===== src/rtl/sys_rst_pkg.sv =====
// Shared types, constants and sizing helper for the board reset sequencer.
package sys_rst_pkg;

    typedef enum logic [2:0] {
        HOLD       = 3'd0,
        REL_IC     = 3'd1,
        REL_PERIPH = 3'd2,
        REL_CORE   = 3'd3,
        RUN        = 3'd4
    } seq_state_e;

    // Synchronizers come out of reset at the level that requests reset.
    localparam logic LOCKED_RST_VAL = 1'b0;
    localparam logic EXT_RST_VAL    = 1'b0;
    localparam logic AUX_RST_VAL    = 1'b0;
    localparam logic DBG_RST_VAL    = 1'b1;

    function automatic int cnt_width(input int deb_cycles, input int stage_cycles);
        int max_cycles;
        max_cycles = (deb_cycles > stage_cycles) ? deb_cycles : stage_cycles;
        return $clog2(max_cycles + 32'sd1);
    endfunction

endpackage


===== src/rtl/sys_rst_seq_if.sv =====
// Reset request inputs and staged reset outputs of the board reset sequencer.
interface sys_rst_seq_if;
    logic dcm_locked;
    logic ext_rst_n;
    logic aux_rst_n;
    logic dbg_sys_rst;
    logic interconnect_aresetn;
    logic peripheral_reset;
    logic peripheral_aresetn;
    logic core_rst_n;
    logic seq_done;

    modport master (
        output dcm_locked, ext_rst_n, aux_rst_n, dbg_sys_rst,
        input  interconnect_aresetn, peripheral_reset, peripheral_aresetn,
               core_rst_n, seq_done
    );

    modport slave (
        input  dcm_locked, ext_rst_n, aux_rst_n, dbg_sys_rst,
        output interconnect_aresetn, peripheral_reset, peripheral_aresetn,
               core_rst_n, seq_done
    );
endinterface


===== src/rtl/sys_rst_filter.sv =====
// Input conditioning: multi-flop synchronizer with optional debounce filter.
module sys_rst_filter
    import sys_rst_pkg::*;
#(
    parameter int   SYNC_STAGES = 2,
    parameter bit   DEB_EN      = 1'b0,
    parameter logic RST_VAL     = 1'b0,
    parameter int   DEB_CYCLES  = 16,
    parameter int   CNT_W       = cnt_width(DEB_CYCLES, 1)
) (
    input  logic clk,
    input  logic rst_n,
    input  logic async_in,
    output logic level
);

    localparam logic [CNT_W-1:0] DEB_LAST = CNT_W'(DEB_CYCLES - 1);
    localparam logic [CNT_W-1:0] CNT_ONE  = CNT_W'(1);

    logic [SYNC_STAGES-1:0] sync_r;
    logic                   sync_s;
    logic                   filt_r;
    logic [CNT_W-1:0]       deb_cnt_r;

    // Synchronizer chain; the async input enters at bit 0.
    always_ff @(posedge clk or negedge rst_n) begin
        if (!rst_n) begin
            sync_r <= {SYNC_STAGES{RST_VAL}};
        end else begin
            sync_r <= {sync_r[SYNC_STAGES-2:0], async_in};
        end
    end

    assign sync_s = sync_r[SYNC_STAGES-1];

    // Debounce: flip only after DEB_CYCLES consecutive disagreeing samples.
    always_ff @(posedge clk or negedge rst_n) begin
        if (!rst_n) begin
            filt_r    <= RST_VAL;
            deb_cnt_r <= {CNT_W{1'b0}};
        end else if (sync_s != filt_r) begin
            if (deb_cnt_r == DEB_LAST) begin
                filt_r    <= sync_s;
                deb_cnt_r <= {CNT_W{1'b0}};
            end else begin
                deb_cnt_r <= deb_cnt_r + CNT_ONE;
            end
        end else begin
            deb_cnt_r <= {CNT_W{1'b0}};
        end
    end

    assign level = DEB_EN ? filt_r : sync_s;

endmodule


===== src/rtl/sys_rst_seq.sv =====
// Board reset sequencer: releases interconnect, peripherals, then core once all
// reset requests are clear, and re-asserts every reset together on any fault.
module sys_rst_seq
    import sys_rst_pkg::*;
#(
    parameter int SYNC_STAGES  = 2,
    parameter int DEB_CYCLES   = 16,
    parameter int STAGE_CYCLES = 16
) (
    input  logic         clk,
    input  logic         rst_n,
    sys_rst_seq_if.slave bus
);

    localparam int               CNT_W      = cnt_width(DEB_CYCLES, STAGE_CYCLES);
    localparam logic [CNT_W-1:0] STAGE_LAST = CNT_W'(STAGE_CYCLES - 1);
    localparam logic [CNT_W-1:0] CNT_ONE    = CNT_W'(1);

    logic       locked_s;
    logic       ext_f_s;
    logic       aux_s;
    logic       dbg_s;
    logic       fault_s;
    logic       term_s;

    seq_state_e       state_r;
    logic [CNT_W-1:0] cnt_r;
    logic             ic_rstn_r;
    logic             periph_rst_r;
    logic             periph_rstn_r;
    logic             core_rstn_r;
    logic             done_r;

    sys_rst_filter #(
        .SYNC_STAGES(SYNC_STAGES), .DEB_EN(1'b0), .RST_VAL(LOCKED_RST_VAL),
        .DEB_CYCLES(DEB_CYCLES), .CNT_W(CNT_W)
    ) u_locked (.clk(clk), .rst_n(rst_n), .async_in(bus.dcm_locked), .level(locked_s));

    // The button alone is bouncy; its filtered level starts out "pressed".
    sys_rst_filter #(
        .SYNC_STAGES(SYNC_STAGES), .DEB_EN(1'b1), .RST_VAL(EXT_RST_VAL),
        .DEB_CYCLES(DEB_CYCLES), .CNT_W(CNT_W)
    ) u_ext (.clk(clk), .rst_n(rst_n), .async_in(bus.ext_rst_n), .level(ext_f_s));

    sys_rst_filter #(
        .SYNC_STAGES(SYNC_STAGES), .DEB_EN(1'b0), .RST_VAL(AUX_RST_VAL),
        .DEB_CYCLES(DEB_CYCLES), .CNT_W(CNT_W)
    ) u_aux (.clk(clk), .rst_n(rst_n), .async_in(bus.aux_rst_n), .level(aux_s));

    sys_rst_filter #(
        .SYNC_STAGES(SYNC_STAGES), .DEB_EN(1'b0), .RST_VAL(DBG_RST_VAL),
        .DEB_CYCLES(DEB_CYCLES), .CNT_W(CNT_W)
    ) u_dbg (.clk(clk), .rst_n(rst_n), .async_in(bus.dbg_sys_rst), .level(dbg_s));

    assign fault_s = ~locked_s | ~ext_f_s | ~aux_s | dbg_s;
    assign term_s  = (cnt_r == STAGE_LAST);

    // Release sequencer; fault wins over terminal count in the same cycle.
    always_ff @(posedge clk or negedge rst_n) begin
        if (!rst_n) begin
            state_r       <= HOLD;
            cnt_r         <= {CNT_W{1'b0}};
            ic_rstn_r     <= 1'b0;
            periph_rst_r  <= 1'b1;
            periph_rstn_r <= 1'b0;
            core_rstn_r   <= 1'b0;
            done_r        <= 1'b0;
        end else if (fault_s) begin
            state_r       <= HOLD;
            cnt_r         <= {CNT_W{1'b0}};
            ic_rstn_r     <= 1'b0;
            periph_rst_r  <= 1'b1;
            periph_rstn_r <= 1'b0;
            core_rstn_r   <= 1'b0;
            done_r        <= 1'b0;
        end else begin
            case (state_r)
                HOLD: begin
                    state_r <= REL_IC;
                    cnt_r   <= {CNT_W{1'b0}};
                end
                REL_IC: begin
                    if (term_s) begin
                        state_r   <= REL_PERIPH;
                        cnt_r     <= {CNT_W{1'b0}};
                        ic_rstn_r <= 1'b1;
                    end else begin
                        cnt_r <= cnt_r + CNT_ONE;
                    end
                end
                REL_PERIPH: begin
                    if (term_s) begin
                        state_r       <= REL_CORE;
                        cnt_r         <= {CNT_W{1'b0}};
                        periph_rst_r  <= 1'b0;
                        periph_rstn_r <= 1'b1;
                    end else begin
                        cnt_r <= cnt_r + CNT_ONE;
                    end
                end
                REL_CORE: begin
                    if (term_s) begin
                        state_r     <= RUN;
                        cnt_r       <= {CNT_W{1'b0}};
                        core_rstn_r <= 1'b1;
                        done_r      <= 1'b1;
                    end else begin
                        cnt_r <= cnt_r + CNT_ONE;
                    end
                end
                RUN: begin
                    state_r <= RUN;
                end
                default: begin
                    state_r       <= HOLD;
                    cnt_r         <= {CNT_W{1'b0}};
                    ic_rstn_r     <= 1'b0;
                    periph_rst_r  <= 1'b1;
                    periph_rstn_r <= 1'b0;
                    core_rstn_r   <= 1'b0;
                    done_r        <= 1'b0;
                end
            endcase
        end
    end

    assign bus.interconnect_aresetn = ic_rstn_r;
    assign bus.peripheral_reset     = periph_rst_r;
    assign bus.peripheral_aresetn   = periph_rstn_r;
    assign bus.core_rst_n           = core_rstn_r;
    assign bus.seq_done             = done_r;

endmodule


===== src/flat_wrapper.sv =====
// flat-port wrapper written by rule: the top's interface ports become plain ports
module sys_rst_seq_flat import sys_rst_pkg::*;
#(
    parameter int SYNC_STAGES  = 2,
    parameter int DEB_CYCLES   = 16,
    parameter int STAGE_CYCLES = 16
)
  (clk, rst_n, bus_dcm_locked, bus_ext_rst_n, bus_aux_rst_n, bus_dbg_sys_rst, bus_interconnect_aresetn, bus_peripheral_reset, bus_peripheral_aresetn, bus_core_rst_n, bus_seq_done);
  sys_rst_seq_if bus_i ();
  input  logic clk;
  input  logic rst_n;
  input wire logic [$bits(bus_i.dcm_locked)-1:0] bus_dcm_locked;
  input wire logic [$bits(bus_i.ext_rst_n)-1:0] bus_ext_rst_n;
  input wire logic [$bits(bus_i.aux_rst_n)-1:0] bus_aux_rst_n;
  input wire logic [$bits(bus_i.dbg_sys_rst)-1:0] bus_dbg_sys_rst;
  output wire logic [$bits(bus_i.interconnect_aresetn)-1:0] bus_interconnect_aresetn;
  output wire logic [$bits(bus_i.peripheral_reset)-1:0] bus_peripheral_reset;
  output wire logic [$bits(bus_i.peripheral_aresetn)-1:0] bus_peripheral_aresetn;
  output wire logic [$bits(bus_i.core_rst_n)-1:0] bus_core_rst_n;
  output wire logic [$bits(bus_i.seq_done)-1:0] bus_seq_done;
  assign bus_i.dcm_locked = bus_dcm_locked;
  assign bus_i.ext_rst_n = bus_ext_rst_n;
  assign bus_i.aux_rst_n = bus_aux_rst_n;
  assign bus_i.dbg_sys_rst = bus_dbg_sys_rst;
  assign bus_interconnect_aresetn = bus_i.interconnect_aresetn;
  assign bus_peripheral_reset = bus_i.peripheral_reset;
  assign bus_peripheral_aresetn = bus_i.peripheral_aresetn;
  assign bus_core_rst_n = bus_i.core_rst_n;
  assign bus_seq_done = bus_i.seq_done;
  sys_rst_seq #(.SYNC_STAGES(SYNC_STAGES), .DEB_CYCLES(DEB_CYCLES), .STAGE_CYCLES(STAGE_CYCLES)) u_core (.clk(clk), .rst_n(rst_n), .bus(bus_i));
endmodule

===== config.mk =====
export PLATFORM = sky130hd
export DESIGN_NAME = sys_rst_seq_flat
export DESIGN_NICKNAME = d
export VERILOG_FILES = /design/src/rtl/sys_rst_pkg.sv /design/src/rtl/sys_rst_seq_if.sv /design/src/rtl/sys_rst_filter.sv /design/src/rtl/sys_rst_seq.sv /design/src/flat_wrapper.sv
export SDC_FILE = /design/constraint.sdc
export NUM_CORES = 1
export LEC_CHECK = 0
export BUFFER_PORTS_ARGS = -buffer_cell sky130_fd_sc_hd__buf_4
export CORE_ASPECT_RATIO = 0.8
export CORE_MARGIN = 2
export CORE_UTILIZATION = 50
export DETAILED_ROUTE_END_ITERATION = 7
export PLACE_DENSITY_LB_ADDON = 0.1
export SLEW_MARGIN = 0
export SYNTH_ARGS = -nofsm -noshare
export SYNTH_HDL_FRONTEND = slang
export SYNTH_SLANG_ARGS = --single-unit

===== constraint.sdc =====
create_clock -name clk -period 3.74 [get_ports clk]
set_input_delay 0.374 -clock clk [delete_from_list [all_inputs] [get_ports clk]]
set_output_delay 0.374 -clock clk [all_outputs]
set_load 0.005 [all_outputs]

# After elaboration in Yosys (flattened, before gate mapping)
# Cells that the tools add are included.
[op_classes] add_sub_neg=2 n_eq_ne=14 mux=20 n_bitwise=6 n_reduce_logical=10
[ops] cell="5-bit 2-to-1 mux" n=4
[ops] cell="3-bit one-hot mux with 5 select lines" n=1
[ops] cell="3-bit 2-to-1 mux" n=4
[ops] cell="4-bit OR reduction" n=3
[ops] cell="5-bit by 1-bit adder with 5-bit output, second input constant" n=2
[ops] cell="5-bit by 4-bit == test with 1-bit output, second input constant" n=2
[ops] cell="5-bit one-hot mux with 2 select lines" n=1
[ops] cell="3-bit by 1-bit != test with 1-bit output, second input constant" n=3
[ops] cell="2-bit by 1-bit != test with 1-bit output, second input constant" n=4
[ops] cell="1-bit one-hot mux with 2 select lines" n=4
[ops] cell="2-bit AND reduction" n=4
[ops] cell="3-bit by 2-bit == test with 1-bit output, second input constant" n=2
[ops] cell="1-bit 2-to-1 mux" n=6
[ops] cell="3-bit by 1-bit == test with 1-bit output, second input constant" n=1
[ops] cell="3-bit == test, second input constant" n=1
[ops] cell="3-bit zero test" n=1
[ops] cell="1-bit inverter" n=3
[ops] cell="1-bit bitwise OR" n=3
[ops] cell="3-bit AND reduction" n=1
[ops] cell="3-bit OR reduction" n=1
[ops] cell="1-bit != test" n=1
[word_totals] regBits=26 in_bits=6 word_cells=64

# Logic depth before layout (Yosys ltp)
# Gate-level depths: netlist of the first run.
[logic_depth] word_depth=6 mapped_depth=4 depth_no_buf=4

# Cells and area by module
# Synthesis of the first run repeated with hierarchy kept, for this count alone.
[hier_totals] hier_cells=91 area_unflattened_um2=1064.8
[by_module_without_submodules] module="sys_rst_seq" instances=1 cells_per_inst=62 area_each_um2=608.1 seq_area_each_um2=301.5
[by_module_without_submodules] module="sys_rst_filter at u_core.u_ext" instances=1 cells_per_inst=23 area_each_um2=304.0 seq_area_each_um2=200.2
[by_module_without_submodules] module="sys_rst_filter at u_core.u_aux ..." instances=2 cells_per_inst=2 area_each_um2=50.0 seq_area_each_um2=50.0
[by_module_without_submodules] module="sys_rst_filter at u_core.u_dbg" instances=1 cells_per_inst=2 area_each_um2=52.6 seq_area_each_um2=52.6

# Worst setup path after synthesis of the first run
# No wires, ideal clock.
[synth_timing] path_type="register to register" startpoint="register u_core.cnt_r[0]" endpoint="register u_core.ic_rstn_r (netlist: u_core.bus.interconnect_aresetn)" setup_ps=90 t_arrival_ps=1263 setup_slack_ps=2387 stages_incl_launch_ff=5 n_path_buf=0 cell_sequence="dfrtp_1 > ha_1 > nand4b_2 > or3_4 > a211oi_2"
[synth_via] elab_chain_cells=3
[synth_lines] item="start: declaration" line_no="sys_rst_seq.sv:27" text="logic [CNT_W-1:0] cnt_r;"
[synth_lines] item="start signal: assignment" line_no="sys_rst_seq.sv:62" text="cnt_r <= {CNT_W{1'b0}};"
[synth_lines] item="start signal: assignment" line_no="sys_rst_seq.sv:70" text="cnt_r <= {CNT_W{1'b0}};"
[synth_lines] item="start signal: assignment" line_no="sys_rst_seq.sv:80" text="cnt_r <= {CNT_W{1'b0}};"
[synth_lines] item="5-bit by 4-bit == test with 1-bit output" line_no="sys_rst_seq.sv:56" text="assign term_s = (cnt_r == STAGE_LAST);"
[synth_lines] item="3-bit by 1-bit != test with 1-bit output (no source line)"
[synth_lines] item="2-bit AND reduction (no source line)"
[synth_lines] item="end signal: assignment" line_no="sys_rst_seq.sv:63" text="ic_rstn_r <= 1'b0;"
[synth_lines] item="end signal: assignment" line_no="sys_rst_seq.sv:71" text="ic_rstn_r <= 1'b0;"
[synth_lines] item="end signal: assignment" line_no="sys_rst_seq.sv:86" text="ic_rstn_r <= 1'b1;"
[synth_lines] item="end: declaration" line_no="sys_rst_seq.sv:28" text="logic ic_rstn_r;"
# Every way passes these cells.
# A chain may end at the register's enable or synchronous reset.

# Worst setup path after layout of the first run
# Same ends and word-level chain as after synthesis.

==> results of run 1 <==
-- logic make-up after synthesis --
| group | after synthesis | share of synthesized area |
|---|---|---|
| DFF | 26 | 0.612 |
| muxes | 1 | 0.0105 |
| and+or+nand+nor | 30 | 0.167 |
| adders and majority gates | 2 | 0.0234 |
| buffers and inverters | 7 | 0.0281 |
| AOI/OAI and AO/OA | 20 | 0.126 |
| xor gates and xnor gates | 4 | 0.0328 |
-- worst paths after layout --
path	slack [ns]	cells past startpoint	from	to
hold / removal	0.16	1	bus_dbg_sys_rst	u_core.u_dbg.sync_r[0]
setup reg to reg	2.23	4	u_core.cnt_r[0]	u_core.bus.interconnect_aresetn
hold reg to reg	0.36	0	u_core.u_ext.sync_r[0]	u_core.u_ext.sync_r[1]
min in group asynchronous	0.48	2	rst_n	u_core.u_ext.deb_cnt_r[2]
max in group asynchronous	2.96	2	rst_n	u_core.u_dbg.sync_r[0]
setup / recovery	2.23	4	u_core.cnt_r[0]	u_core.bus.interconnect_aresetn
-- layer usage --
layer / GRT usage / vias up / share of wire
met5: 0 / - / 0
met4: 0.0439 / 0 / 0.0084
met3: 0.0625 / 2 / 0.063
met2: 0.279 / 20 / 0.43
li1: - / 349 / -
met1: 0.207 / 326 / 0.50
-- Yosys cell counts (all sizes together) --
cell type / n / area, µm²
nor2b: 1 / 6.26
a32o: 2 / 20.0
and2: 1 / 6.26
a211oi: 2 / 20.0
nand3: 4 / 20.0
o21ai: 4 / 20.0
or3b: 1 / 8.76
a31o: 1 / 8.76
buf: 1 / 7.51
nor3: 1 / 5.00
inv: 6 / 22.5
dfstp: 3 / 78.8
or3: 3 / 23.8
o21bai: 1 / 7.51
nand4: 1 / 6.26
and4b: 2 / 20.0
o22a: 1 / 8.76
and3: 1 / 6.26
a221o: 1 / 10.0
xnor2: 1 / 8.76
a21oi: 8 / 40.0
nand2: 3 / 11.3
mux2: 1 / 11.3
xor2: 3 / 26.3
nand4b: 2 / 23.8
ha: 2 / 25.0
nor2: 9 / 33.8
dfrtp: 23 / 576
and2b: 1 / 7.51
-- power by group --
part / internal [mW] / leakage, nW / switching [mW] / total, mW
combinational: 0.00695 / 0.201 / 0.00857 / 0.0155
clock: 0.0594 / 0.0210 / 0.0752 / 0.135
sequential: 0.289 / 0.337 / 0.00343 / 0.292
total: 0.355 / 0.558 / 0.0872 / 0.442
-- through the flow --
step / hold slack (ns) / setup slack, ns
final: 0.163 / 2.23
after floorplan: 0.0784 / 2.39
after global routing: 0.120 / 2.14
after detailed placement: 0.297 / 2.26
after global placement: 0.290 / 2.32
after CTS: 0.150 / 2.23
-- final cells by class --
cell class / count / area, µm²
repair buffers: 11 / 85.1
fillers: 160 / 731
clock buffers: 4 / 36.3
well taps: 24 / 30.0
multi-input cells: 57 / 385
inverters: 6 / 22.5
flip-flops and latches: 26 / 654
-- flip-flops by register name, summed over array words and instances, names as in the netlist --
name	count
u_core.cnt_r	5
u_core.u_ext.deb_cnt_r	5
u_core.state_r	3
u_core.u_aux.sync_r	2
u_core.u_dbg.sync_r	2
u_core.u_ext.sync_r	2
u_core.u_locked.sync_r	2
u_core.bus.core_rst_n	1
u_core.bus.interconnect_aresetn	1
u_core.bus.peripheral_aresetn	1
u_core.bus.peripheral_reset	1
u_core.u_ext.level	1
-- worst register-to-register path, stage by stage (launching register included) --
cell	delay, ns
dfrtp_1	0.41
ha_1	0.24
nand4b_2	0.18
or3_4	0.37
a211oi_2	0.23
-- what timing repair did --
action | in CTS | in global routing
hold buffers | 1 | 0
setup buffers | 0 | 0
resized for setup | 0 | 0
hold endpoints to repair | 23 | 0
==> reports/metrics.yaml, run 1 <==
path_clk_slew_ns: 0.13
dr.pass1.iters: 4
drt-total-wl_um: 1680
slowest_delay_ns: 0.41
synthesis.area_mm2: 0.00107
finalSetupTns_ns: 0
status: "finished, final reports clean"
cap_violations: 0
layout.cells.non_filler: 128
design_area_mm2: 0.00121
drt_iter0_markers: 18
ys_types: 33
grt_pass1_wl_um: 3110
yosysSeqAreaShare: 0.612
critPathTopFamily: "simple AND/OR/NAND/NOR gates"
vias_per_cell: 5.45
hpwl_um: 1200
vias: 697
hold_violations: 0
root_buffer: "clkbuf_4"
ir_worst_vdd_uv: 372
worst-path-buf-inv: 0
nNetsFinal: 113
wire_per_inst_um: 13.1
finalSetupViolCount: 0
crit_path_end_kind: "register"
cts-buffers-inserted: 3
insertion_delay_ns: 0.31
core_area_mm2: 0.00194
ys_warn_count: 0
cp_cell_sequence: "ha_1, nand4b_2, or3_4, a211oi_2"
gp_congestion: 0.755
relSlewSlack: 0.720
total_power_mw: 0.442
rows: 14
clockBufferDepth: 2
track_usage: 0.166
antenna_cells: 0
layout_commonest_cell: "dfrtp_1"
drc: 0
layout_common_cells: "dfrtp_1 (23), buf_4 (10), nor2_1 (9)"
synth_seq_cells: 26
crit_type: "register to register"
pin_count: 11
start_kind: "register"
place_area_mm2: 0.00117
cts_tree: "built"
start_util: 0.550
leakage_nw: 0.558
worst_pin_slew_ns: 0.417
grt_pass1_vias: 704
syn_avg_cell_area_um2: 11.9
required_ns: 3.97
cts.htree.levels: 1
crit_arrival_ns: 1.74
drv_slew: 0
finalCriticalPeriod_ns: 1.51
antenna_found_initial: 0
drive_above_1_share: 0.221
p_per_area_mw_per_mm2: 365
ant_nets: 0
timing.final.crit_share: 0.404
syn_nets: 98
fin_util: 0.624
hp-class: "input pin to register"
worst_path_max_delay_cell: "dfrtp_1"
die_w_um: 55.7
max_freq_mhz: 662
syn_inst: 90
area_delta_synth_final_pct: 13.4
dieArea_mm2: 0.00253
dp_cells: 123
gr-total-overflow: 0
crit_fanout: 5
grt_max_degree: 27
cts.sinks: 26
rsz0062_at_grt: "false"
portBuffers: 10
finClkSkew_ns: 0.00951
die_height_um: 45.4
(Power assumes the default switching activity.)
==> run 2: changes to the inputs <==
==> constraint.sdc (replaced) <==
create_clock -name clk -period 1.31 [get_ports clk]
set_input_delay 0.131 -clock clk [delete_from_list [all_inputs] [get_ports clk]]
set_output_delay 0.131 -clock clk [all_outputs]
set_load 0.005 [all_outputs]
==> run 2 against run 1 <==
Compared with the run above: sequential power grew to 2.9 times the previous value; critical endpoint is now u_core.cnt_r[0]; first-iteration DRC count is 44% higher; the run now ends with negative setup slack left; largest cell class unchanged; cell count is 14% higher; largest power group unchanged; register-to-register slack worse by 2.2 ns; critical path depth stayed put.
==> reports/metrics.yaml, run 2 (synthesized netlist as in run 1, its figures left out) <==
fin_ws_ns: -0.00650  # was 2.23 ns
layout.cells.non_filler: 146  # was 128
required_ns: 1.58  # was 3.97 ns
hold_violations: 0  # unchanged
cts_tree: "built"  # unchanged
dp_slack_ns: -0.0209  # was 2.26 ns
path_depth: 4  # unchanged
pin_count: 11  # unchanged
total_power_mw: 1.23  # was 0.442 mW
grt_max_degree: 27  # unchanged
relSlewSlack: 0.779  # was 0.720
cts.sinks: 26  # unchanged
ir_worst_vdd_uv: 1010  # was 372 µV
finClkSkew_ns: 0.0198  # was 0.00951 ns
drive_above_1_share: 0.377  # was 0.221
cts-buffers-inserted: 3  # unchanged
hpwl_um: 1390  # was 1200 µm
worst_pin_slew_ns: 0.327  # was 0.417 ns
drt_iter0_markers: 26  # was 18
hp-class: "input pin to async pin"  # was input pin to register
r2r_cells: 4  # unchanged
grt_pass1_wl_um: 3240  # was 3110 µm
grt_pass1_vias: 730  # was 704
worst_path_max_delay_cell: "dfrtp_1"  # unchanged
gr-total-overflow: 0  # unchanged
crit_path_end_kind: "register"  # unchanged
worst-path-buf-inv: 0  # unchanged
layout_common_cells: "buf_4 (24), dfrtp_1 (21), nor2_1 (8)"  # was dfrtp_1 (23), buf_4 (10), nor2_1 (9)
status: "complete, but fails checks"  # was finished, final reports clean
core_area_mm2: 0.00194  # unchanged
gp_congestion: 0.816  # was 0.755
crit_arrival_ns: 1.58  # was 1.74 ns
path_clk_slew_ns: 0.14  # was 0.13 ns
rows: 14  # unchanged
nNetsFinal: 131  # was 113
track_usage: 0.176  # was 0.166
ant_nets: 0  # unchanged
critPathTopFamily: "simple AND/OR/NAND/NOR gates"  # unchanged
leakage_nw: 0.651  # was 0.558 nW
layout_commonest_cell: "buf_4"  # was dfrtp_1
drv_slew: 0  # unchanged
antenna_found_initial: 0  # unchanged
die_height_um: 45.4  # unchanged
vias: 795  # was 697
insertion_delay_ns: 0.32  # was 0.31 ns
cts.htree.levels: 1  # unchanged
portBuffers: 10  # unchanged
p_per_area_mw_per_mm2: 882  # was 365 mW/mm²
wire_per_inst_um: 14.4  # was 13.1 µm
root_buffer: "clkbuf_4"  # unchanged
violations: "negative setup slack"
area_delta_synth_final_pct: 30.5  # was 13.4%
crit_fanout: 3  # was 5
antenna_cells: 0  # unchanged
finalCriticalPeriod_ns: 1.32  # was 1.51 ns
dr.pass1.iters: 4  # unchanged
vias_per_cell: 5.45  # about the same
rsz0062_at_grt: "true"  # was false
dp_cells: 132  # was 123
slowest_delay_ns: 0.44  # was 0.41 ns
cap_violations: 0  # unchanged
clockBufferDepth: 2  # unchanged
timing.final.crit_share: 1.00  # was 0.404
drc: 0  # unchanged
die_w_um: 55.7  # unchanged
start_kind: "register"  # unchanged
finalSetupViolCount: 1  # was 0
max_freq_mhz: 760  # was 662 MHz
dieArea_mm2: 0.00253  # unchanged
finalSetupTns_ns: -0.00650  # was 0 ns
drt-total-wl_um: 2100  # was 1680 µm
start_util: 0.550  # unchanged
largestRegisters: "u_core.cnt_r (5), u_core.u_ext.deb_cnt_r (5), u_core.state_r (3)"  # unchanged
crit_type: "register to register"  # unchanged
cp_cell_sequence: "ha_4, and4b_1, or3_1, a21oi_2"  # was ha_1, nand4b_2, or3_4, a211oi_2
-- run 2: changes by cell type in the layout (fill, tap and decap cells not counted), moves of 2 or more --
cell / previous run / this run
buf_4: 10 / 24
dfrtp_1: 23 / 21
dfrtp_2: 0 / 2
dlygate4sd3_1: 1 / 5
ha_1: 2 / 0
-- run 2: cell type report --
class	count	area, µm²
flip-flops and latches	26	657
fillers	153	548
multi-input cells	57	430
repair buffers	29	230
well taps	24	30.0
clock buffers	4	26.3
inverters	6	22.5
-- run 2: per-layer routing --
metal	vias up	GRT usage	share of wire
met5	-	0	0
met4	0	0.0439	0.0062
met3	2	0.0597	0.041
met1	384	0.224	0.47
met2	23	0.298	0.49
li1	386	-	-
-- run 2: where the power goes --
group,total (mW),internal (mW),switching (mW)
logic,0.0574,0.0304,0.0270
registers,0.835,0.825,0.0104
clock network,0.339,0.119,0.220
total,1.23,0.974,0.258
-- run 2: through the flow --
step / hold WS [ns] / area (µm²) / util
2_1_floorplan: -0.165 / 1090 / -
3_3_place_gp: 0.0467 / 1260 / 0.646
3_5_place_dp: 0.0539 / 1260 / 0.646
4_1_cts: 0.237 / 1340 / 0.689
5_1_grt: 0.248 / 1400 / 0.718
6_report: 0.229 / 1400 / 0.718
-- run 2: final timing paths --
check | slack, ns | start | to
setup / recovery | -0.006 | u_core.cnt_r[0] | u_core.cnt_r[0]
hold / removal | 0.23 | rst_n | u_core.u_ext.deb_cnt_r[2]
setup reg to reg | -0.006 | u_core.cnt_r[0] | u_core.cnt_r[0]
hold reg to reg | 0.36 | u_core.u_ext.sync_r[0] | u_core.u_ext.sync_r[1]
max in group asynchronous | 0.77 | rst_n | u_core.u_dbg.sync_r[1]
min in group clk | 0.36 | u_core.u_ext.sync_r[0] | u_core.u_ext.sync_r[1]
-- run 2: what timing repair did --
action                     4_1_cts  5_1_grt
hold buffers                     5        0
hold endpoints to repair        30        0
resized for setup                3        7
pin swaps                        2        3
buffers inserted                 0        5
setup endpoints to repair        4        9
